<file path="config.mk">
export PLATFORM = sky130hd
export DESIGN_NAME = st2_branch_resolver_flat
export DESIGN_NICKNAME = d
export VERILOG_FILES = /design/src/rtl/st2_branch_resolver_if.sv /design/src/rtl/st2_branch_resolver.sv /design/src/flat_wrapper.sv
export SDC_FILE = /design/constraint.sdc
export NUM_CORES = 1
export LEC_CHECK = 0
export CORE_UTILIZATION = 49
export CTS_CLUSTER_DIAMETER = 100
export CTS_CLUSTER_SIZE = 14
export DETAILED_ROUTE_END_ITERATION = 10
export PLACE_DENSITY = 0.84
export SLEW_MARGIN = 40
export SYNTH_ARGS = -nofsm -noshare
export SYNTH_HDL_FRONTEND = slang
export SYNTH_SLANG_ARGS = --single-unit
</file>
<file path="constraint.sdc">
create_clock -name clk -period 3.8 [get_ports clk]
set_clock_uncertainty 0.05 [all_clocks]
set_input_delay 0.57 -clock clk [delete_from_list [all_inputs] [get_ports clk]]
set_output_delay 0.57 -clock clk [all_outputs]
set_load 0.01 [all_outputs]
</file>
<file path="src/rtl/st2_branch_resolver_if.sv">
// Stage-2 branch resolver bus: operands, condition, predictor query and the registered result.
interface st2_branch_resolver_if #(
    parameter int WIDTH      = 16,
    parameter int PRED_IDX_W = 3,
    parameter int MISS_CNT_W = 8
);
    logic                  in_valid;
    logic                  stall;
    logic                  flush;
    logic [WIDTH-1:0]      op1;
    logic [WIDTH-1:0]      reg15;
    logic                  signed_mode;
    logic [2:0]            cond;
    logic [PRED_IDX_W-1:0] pc_idx;
    logic                  predicted_taken;
    logic [PRED_IDX_W-1:0] query_idx;
    logic                  query_taken;
    logic                  out_valid;
    logic [1:0]            cmp_result;
    logic                  taken;
    logic                  mispredict;
    logic [MISS_CNT_W-1:0] miss_count;

    modport master (
        output in_valid, stall, flush, op1, reg15, signed_mode, cond,
               pc_idx, predicted_taken, query_idx,
        input  query_taken, out_valid, cmp_result, taken, mispredict, miss_count
    );

    modport slave (
        input  in_valid, stall, flush, op1, reg15, signed_mode, cond,
               pc_idx, predicted_taken, query_idx,
        output query_taken, out_valid, cmp_result, taken, mispredict, miss_count
    );
endinterface

</file>
<file path="src/rtl/st2_branch_resolver.sv">
// Registered stage-2 branch resolver: compare, condition evaluation, 2-bit predictor
// table training and a saturating mispredict counter.
module st2_branch_resolver #(
    parameter int WIDTH      = 16,
    parameter int PRED_IDX_W = 3,
    parameter int MISS_CNT_W = 8
) (
    input  logic                 clk,
    input  logic                 rst_n,
    st2_branch_resolver_if.slave bus
);
    localparam int N_PRED = 1 << PRED_IDX_W;

    typedef enum logic [2:0] {
        C_BEQ    = 3'b000,
        C_BNE    = 3'b001,
        C_BLT    = 3'b010,
        C_BGT    = 3'b011,
        C_BLE    = 3'b100,
        C_BGE    = 3'b101,
        C_ALWAYS = 3'b110,
        C_NEVER  = 3'b111
    } cond_e;

    logic                  out_valid_q, out_valid_d;
    logic [1:0]            cmp_result_q, cmp_result_d;
    logic                  taken_q, taken_d;
    logic                  mispredict_q, mispredict_d;
    logic [MISS_CNT_W-1:0] miss_count_q, miss_count_d;
    logic [1:0]            pred_q [N_PRED];
    logic [1:0]            pred_d [N_PRED];

    logic       lt, gt, eq;
    logic [1:0] cmp_code;
    logic       cond_true;

    always_comb begin
        eq = (bus.op1 == bus.reg15);
        if (bus.signed_mode) begin
            lt = ($signed(bus.op1) < $signed(bus.reg15));
        end else begin
            lt = (bus.op1 < bus.reg15);
        end
        gt = !lt && !eq;
        cmp_code = eq ? 2'b11 : (lt ? 2'b01 : 2'b10);
    end

    always_comb begin
        cond_true = 1'b0;
        case (cond_e'(bus.cond))
            C_BEQ:    cond_true = eq;
            C_BNE:    cond_true = !eq;
            C_BLT:    cond_true = lt;
            C_BGT:    cond_true = gt;
            C_BLE:    cond_true = lt | eq;
            C_BGE:    cond_true = gt | eq;
            C_ALWAYS: cond_true = 1'b1;
            C_NEVER:  cond_true = 1'b0;
            default:  cond_true = 1'b0;
        endcase
    end

    // Flush beats stall beats capture; reset is handled in the register block.
    always_comb begin
        out_valid_d  = out_valid_q;
        cmp_result_d = cmp_result_q;
        taken_d      = taken_q;
        mispredict_d = mispredict_q;
        miss_count_d = miss_count_q;
        pred_d       = pred_q;

        if (bus.flush) begin
            out_valid_d  = 1'b0;
            cmp_result_d = 2'b00;
            taken_d      = 1'b0;
            mispredict_d = 1'b0;
        end else if (!bus.stall) begin
            if (bus.in_valid) begin
                out_valid_d  = 1'b1;
                cmp_result_d = cmp_code;
                taken_d      = cond_true;
                mispredict_d = cond_true ^ bus.predicted_taken;
                if (cond_true) begin
                    if (pred_q[bus.pc_idx] != 2'b11) begin
                        pred_d[bus.pc_idx] = pred_q[bus.pc_idx] + 2'b01;
                    end
                end else begin
                    if (pred_q[bus.pc_idx] != 2'b00) begin
                        pred_d[bus.pc_idx] = pred_q[bus.pc_idx] - 2'b01;
                    end
                end
                if (mispredict_d && (miss_count_q != {MISS_CNT_W{1'b1}})) begin
                    miss_count_d = miss_count_q + 1'b1;
                end
            end else begin
                out_valid_d  = 1'b0;
                cmp_result_d = 2'b00;
                taken_d      = 1'b0;
                mispredict_d = 1'b0;
            end
        end
    end

    always_ff @(posedge clk) begin
        if (!rst_n) begin
            out_valid_q  <= 1'b0;
            cmp_result_q <= 2'b00;
            taken_q      <= 1'b0;
            mispredict_q <= 1'b0;
            miss_count_q <= '0;
            for (int i = 0; i < N_PRED; i++) begin
                pred_q[i] <= 2'b01;
            end
        end else begin
            out_valid_q  <= out_valid_d;
            cmp_result_q <= cmp_result_d;
            taken_q      <= taken_d;
            mispredict_q <= mispredict_d;
            miss_count_q <= miss_count_d;
            for (int i = 0; i < N_PRED; i++) begin
                pred_q[i] <= pred_d[i];
            end
        end
    end

    // Query reads the stored counter directly; an update at the same index shows next cycle.
    assign bus.query_taken = pred_q[bus.query_idx][1];
    assign bus.out_valid   = out_valid_q;
    assign bus.cmp_result  = cmp_result_q;
    assign bus.taken       = taken_q;
    assign bus.mispredict  = mispredict_q;
    assign bus.miss_count  = miss_count_q;
endmodule

</file>
<file path="src/flat_wrapper.sv">
// flat-port wrapper written by rule: the top's interface ports become plain ports
module st2_branch_resolver_flat 
#(
    parameter int WIDTH      = 16,
    parameter int PRED_IDX_W = 3,
    parameter int MISS_CNT_W = 8
)
  (clk, rst_n, bus_in_valid, bus_stall, bus_flush, bus_op1, bus_reg15, bus_signed_mode, bus_cond, bus_pc_idx, bus_predicted_taken, bus_query_idx, bus_query_taken, bus_out_valid, bus_cmp_result, bus_taken, bus_mispredict, bus_miss_count);
  st2_branch_resolver_if #(.WIDTH(WIDTH), .PRED_IDX_W(PRED_IDX_W), .MISS_CNT_W(MISS_CNT_W)) bus_i ();
  input  logic clk;
  input  logic rst_n;
  input wire logic [$bits(bus_i.in_valid)-1:0] bus_in_valid;
  input wire logic [$bits(bus_i.stall)-1:0] bus_stall;
  input wire logic [$bits(bus_i.flush)-1:0] bus_flush;
  input wire logic [$bits(bus_i.op1)-1:0] bus_op1;
  input wire logic [$bits(bus_i.reg15)-1:0] bus_reg15;
  input wire logic [$bits(bus_i.signed_mode)-1:0] bus_signed_mode;
  input wire logic [$bits(bus_i.cond)-1:0] bus_cond;
  input wire logic [$bits(bus_i.pc_idx)-1:0] bus_pc_idx;
  input wire logic [$bits(bus_i.predicted_taken)-1:0] bus_predicted_taken;
  input wire logic [$bits(bus_i.query_idx)-1:0] bus_query_idx;
  output wire logic [$bits(bus_i.query_taken)-1:0] bus_query_taken;
  output wire logic [$bits(bus_i.out_valid)-1:0] bus_out_valid;
  output wire logic [$bits(bus_i.cmp_result)-1:0] bus_cmp_result;
  output wire logic [$bits(bus_i.taken)-1:0] bus_taken;
  output wire logic [$bits(bus_i.mispredict)-1:0] bus_mispredict;
  output wire logic [$bits(bus_i.miss_count)-1:0] bus_miss_count;
  assign bus_i.in_valid = bus_in_valid;
  assign bus_i.stall = bus_stall;
  assign bus_i.flush = bus_flush;
  assign bus_i.op1 = bus_op1;
  assign bus_i.reg15 = bus_reg15;
  assign bus_i.signed_mode = bus_signed_mode;
  assign bus_i.cond = bus_cond;
  assign bus_i.pc_idx = bus_pc_idx;
  assign bus_i.predicted_taken = bus_predicted_taken;
  assign bus_i.query_idx = bus_query_idx;
  assign bus_query_taken = bus_i.query_taken;
  assign bus_out_valid = bus_i.out_valid;
  assign bus_cmp_result = bus_i.cmp_result;
  assign bus_taken = bus_i.taken;
  assign bus_mispredict = bus_i.mispredict;
  assign bus_miss_count = bus_i.miss_count;
  st2_branch_resolver #(.WIDTH(WIDTH), .PRED_IDX_W(PRED_IDX_W), .MISS_CNT_W(MISS_CNT_W)) u_core (.clk(clk), .rst_n(rst_n), .bus(bus_i));
endmodule
</file>
Word-level counts from Yosys, hierarchy flattened
Index checks and enable logic that the tools add are counted.
- register bits: 29
- word-level logic and storage cells: 72
- bits of input ports: 48
- output and inout bits: 14
- $add $sub $neg: 3
- mux-type cells: 21
- reductions and logical operators: 11
- magnitude comparators: 5
- equal/unequal tests: 11
- bitwise operators: 8
- operators with widths (operator ; number):
    $mux W16 ; 3
    $bwmux W16 ; 2
    $lt A16 B16 Y1 ; 2
    $eq A16 B16 Y1 ; 1
    $mux W2 ; 8
    $bmux W2 S3 ; 2
    $eq A3 B3 Y1 const B ; 4
    $add A8 B1 Y8 const B ; 1
    $ge A4 B4 Y1 const B ; 2
    $ne A8 B8 Y1 const B ; 1
    $not A3 Y4 ; 2
    $pmux W1 S8 ; 1
    $demux W2 S3 ; 1
    $eq A3 B2 Y1 const B ; 2
    $reduce_and A5 Y1 ; 1
    $lt A4 B1 Y1 const B ; 1
    $mux W1 ; 4
    $ne A2 B2 Y1 const B ; 2
    $reduce_and A4 Y1 ; 1
    $reduce_bool A2 Y1 ; 2
    $eq A3 B1 Y1 const B ; 1
    $logic_and A1 B1 Y1 ; 3
    $logic_not A3 Y1 ; 1
    $not A1 Y1 ; 3
    other kinds (6) ; 8

Longest topological paths before layout
- depth in word-level cells: 9
- depth in mapped cells: 12
- depth with buffers taken out: 10

Worst setup path after synthesis
OpenSTA, ideal clock, no wires.
- kind: input to register
- start: in bus_reg15[5]
- end: reg u_core.pred_q[9] (netlist bit)
- required time: 3.690 ns
- arrival: 3.123 ns
- stages on the path: 11
- setup slack: 0.567 ns
- setup time: 0.060 ns
- path buffers: 1
- cells stage by stage: inv_1 > ha_1 > a21oi_1 > o21ai_1 > a221o_1 > or4_4 > a221o_1 > and3_4 > buf_6 > a2111oi_4 > o221a_1
- word-level cells in the longest chain between the ends: 8
- elaborated cells between the ends (all ways): 14
- those cells by class: order compare: 2; eq/ne: 2; mux: 3; bitwise: 2; reduce/logical: 5
- RTL lines (item ; line ; source):
    start: declaration ; flat_wrapper.sv:16 ; input wire logic [$bits(bus_i.reg15)-1:0] bus_reg15;
    $lt A16 B16 Y1 (on tied branches) ; st2_branch_resolver.sv:42, st2_branch_resolver.sv:40 ;
    $mux W1 ; st2_branch_resolver.sv:39 ; if (bus.signed_mode) begin
    $logic_not A1 Y1 ; st2_branch_resolver.sv:44 ; gt = !lt && !eq;
    $logic_and A1 B1 Y1 ; st2_branch_resolver.sv:44 ;
    $or A1 B1 Y1 ; st2_branch_resolver.sv:56 ; C_BGE: cond_true = gt | eq;
    $pmux W1 S8 (*) ; st2_branch_resolver.sv:50 ; case (cond_e'(bus.cond))
    $ne A2 B2 Y1 (no source line) / $reduce_bool A2 Y1 (equally long branches) ; - ;
    $reduce_and A5 Y1 (no source line) ; - ;
    end signal: indexed assignment ; st2_branch_resolver.sv:121 ; pred_q[i] <= pred_d[i];
    end: declaration ; st2_branch_resolver.sv:30 ; logic [1:0] pred_q [N_PRED];
Every way passes the cells marked *; elsewhere a longest branch is shown, timed or not.
A chain may end at the register's enable or synchronous reset.

Worst setup path after layout
- start: in bus_reg15[14]
- end: reg u_core.pred_q[13] (netlist bit)
The elaborated chain is that of the path after synthesis.

==> flow_metrics.tcl <==
set metrics [dict create \
    status "finished, violations left" \
    failed_checks "design-rule violations" \
    endpoint_kind "register" \
    startpoint "bus_reg15[14]" \
    numPortBuffers 61 \
    ys_seq_area_frac 0.250 \
    cts_setup_buffers 0 \
    syn_nets 337 \
    drv_cap 0 \
    drive_gt1_frac 0.106 \
    dieArea_mm2 0.00501 \
    drtIter0Drc 125 \
    rsz0062_at_grt "no" \
    cts_buffers 5 \
    die_h_um 70.8 \
    initial_core_util 0.522 \
    clock_latency_ns 0.29 \
    fillers 350 \
    dp_cells 384 \
    fin_crit_sh 0.944 \
    max_freq_mhz 279 \
    fin_util 0.709 \
    grt_pass1_wl_um 9440 \
    power.density_mw_per_mm2 272 \
    seqCellArea_um2 581 \
    synthCells 270 \
    grt_start_max_net_pins 20 \
    synthFlopType "dfxtp_1" \
    vias_per_cell 5.43 \
    vias 2130 \
    wl_um 5420 \
    crit_required_ns 3.94 \
    drtPass1Iterations 7 \
    r2r_end "u_core.pred_q[9]$_SDFFE_PN0P_" \
    synth_enable_flop_cells 0 \
    final_antenna_net_count 0 \
    core_mm2 0.00444 \
    place_hpwl_um 4360 \
    grt_util_all_layers 0.236 \
    clock-root-buffer "clkbuf_8" \
    drv_slew 0 \
    grt_pass1_vias 2162 \
    hp-class "reg2reg" \
    cts_tree "built" \
    cp-endpoint "u_core.pred_q[13]$_SDFFE_PN0P_" \
    ys_ff_latch 29 \
    post_cts_resize_count 0 \
    cts_hold_buf 0 \
    relSlewSlack 0.595 \
    async_flop_share 0 \
    area_delta_synth_final_pct 36.0 \
    r2r_slack_ns 1.36 \
    tightest_slew_ns 0.607 \
    grt-ovfl-total 0 \
    ys_types 43 \
    wire_per_inst_um 13.8 \
    gp_congestion 0.837 \
    die_w_um 70.8 \
    syn-cell-area_mm2 0.00232 \
    multi_input_area_mm2 0.00155 \
    layout.nets 406 \
    ios 62 \
    core.rowCount 24 \
    drc_errors 10 \
    antenna_cells 0 \
    period_needed_ns 3.59 \
    crit_type "in2reg" \
    clockBufferDepth 2 \
    hold_violations 0 \
    instances_no_fill 392 \
    cp_max_fo 7 \
    ys_warn_count 0 \
    cts_sinks 29 \
    antenna_found_initial 0 \
    crit_path_start_kind "input pin" \
    reg2reg_depth 8 \
    htree_levels 2 \
    syn-mean-instance-area_um2 8.59 \
    critPathArrivalTime_ns 3.73 \
    clkTransAtPathRegs_ns 0.07 \
    vdd_ir_drop_max_v 0.000188 \
    setup-violations-final 0 \
    leakage_nw 1.33 \
]
[power breakdown]
part	leakage, nW	internal [W]	total, W	switching (W)
clock	0.0574	0.000213	0.000340	0.000127
combinational	1.04	0.000113	0.000207	0.0000935
sequential	0.235	0.000309	0.000312	0.00000321
total	1.33	0.000635	0.000858	0.000223
[synth_stat cells, drive strengths merged, types with 2 or more instances]
master | n | area share
a21boi | 2 | 0.0065
a21oi | 9 | 0.019
a221o | 2 | 0.0086
a221oi | 7 | 0.043
a311oi | 3 | 0.011
and2 | 3 | 0.0081
and3 | 4 | 0.013
buf | 2 | 0.0097
clkbuf | 7 | 0.011
dfxtp | 29 | 0.25
ha | 19 | 0.10
inv | 36 | 0.058
mux2 | 2 | 0.011
mux2i | 27 | 0.12
mux4 | 6 | 0.058
nand2 | 28 | 0.045
nand2b | 11 | 0.030
nand3 | 8 | 0.017
nand4 | 7 | 0.019
nand4b | 2 | 0.0076
nor2 | 19 | 0.031
nor2b | 7 | 0.019
nor3 | 6 | 0.013
o211ai | 7 | 0.025
o31ai | 2 | 0.0065
or3 | 2 | 0.0054
[routing by layer]
layer	track usage	part of all wire	vias up
li1	-	-	1106
met1	0.294	0.45	966
met2	0.403	0.47	51
met3	0.0570	0.063	7
met4	0.0733	0.014	0
met5	0	0	-
[per-stage QoR]
stage | setup TNS [ns] | instance area, µm² | hold WS (ns) | setup WS [ns] | power, W
floorplan | 0 | 2320 | 0.404 | 0.567 | 0.000436
global route | 0 | 3150 | 0.444 | 0.0346 | 0.000898
global placement | 0 | 3030 | 0.408 | 0.0304 | 0.000518
CTS | 0 | 3150 | 0.419 | 0.217 | 0.000864
detailed placement | -0.497 | 3030 | 0.409 | -0.0867 | 0.000525
finish | 0 | 3150 | 0.418 | 0.215 | 0.000858
[how the worst min path moves through the flow]
stage                                                 end  slack (ns)  cells past startpoint                                   from
floorplan                  u_core.pred_q[13]$_SDFFE_PN0P_        0.40                      2         u_core.pred_q[13]$_SDFFE_PN0P_
global placement    u_core.bus.cmp_result[1]$_SDFFE_PP0N_        0.41                      2  u_core.bus.cmp_result[1]$_SDFFE_PP0N_
detailed placement      u_core.bus.out_valid$_SDFFE_PP0N_        0.41                      2      u_core.bus.out_valid$_SDFFE_PP0N_
CTS                     u_core.bus.out_valid$_SDFFE_PP0N_        0.42                      2      u_core.bus.out_valid$_SDFFE_PP0N_
global route            u_core.bus.out_valid$_SDFFE_PP0N_        0.44                      2      u_core.bus.out_valid$_SDFFE_PP0N_
finish              u_core.bus.cmp_result[1]$_SDFFE_PP0N_        0.42                      2  u_core.bus.cmp_result[1]$_SDFFE_PP0N_
[cell type report]
class	count	area share
Sequential cell	29	0.184
Timing Repair Buffer	71	0.221
Clock buffer	6	0.0262
Tap cell	52	0.0206
Inverter	36	0.0429
Multi-Input combinational cell	196	0.493
Clock inverter	2	0.0119
[layout by cell type, fill, tap and decap left out, types with 2 or more instances in the layout]
cell	instances
and2_1	3
and3_1	3
or3_1	2
nor2b_1	7
ha_1	19
a221o_1	2
nand2_1	28
nand2b_1	11
buf_4	9
o211ai_1	6
a21oi_1	9
inv_1	36
nand3_1	8
mux4_2	6
mux2i_1	27
dfxtp_1	29
nand4_1	7
a311oi_1	3
clkbuf_8	6
nor3_1	6
o31ai_1	2
nand4b_1	2
a221oi_2	6
clkdlybuf4s50_1	61
nor2_1	19
[kinds of logic after synthesis]
kind of cell | after synthesis | synth area share
adders and majority gates | 19 | 0.103
buffers and inverters | 45 | 0.0793
xor gates and xnor gates | 1 | 0.00378
DFF | 29 | 0.250
and+or+nand+nor | 100 | 0.219
muxes | 35 | 0.186
AOI/OAI and AO/OA | 41 | 0.159
[critical path: stages]
cell             delay [ns]
clkdlybuf4s50_1        0.46
inv_1                  0.05
ha_1                   0.33
a21oi_1                0.18
nand2_1                0.07
a221o_1                0.32
or4_4                  0.51
a221o_1                0.36
buf_4                  0.15
nand4_1                0.23
o211ai_1               0.21
a221oi_1               0.30
Note: power is estimated with default switching activity, not from simulation.
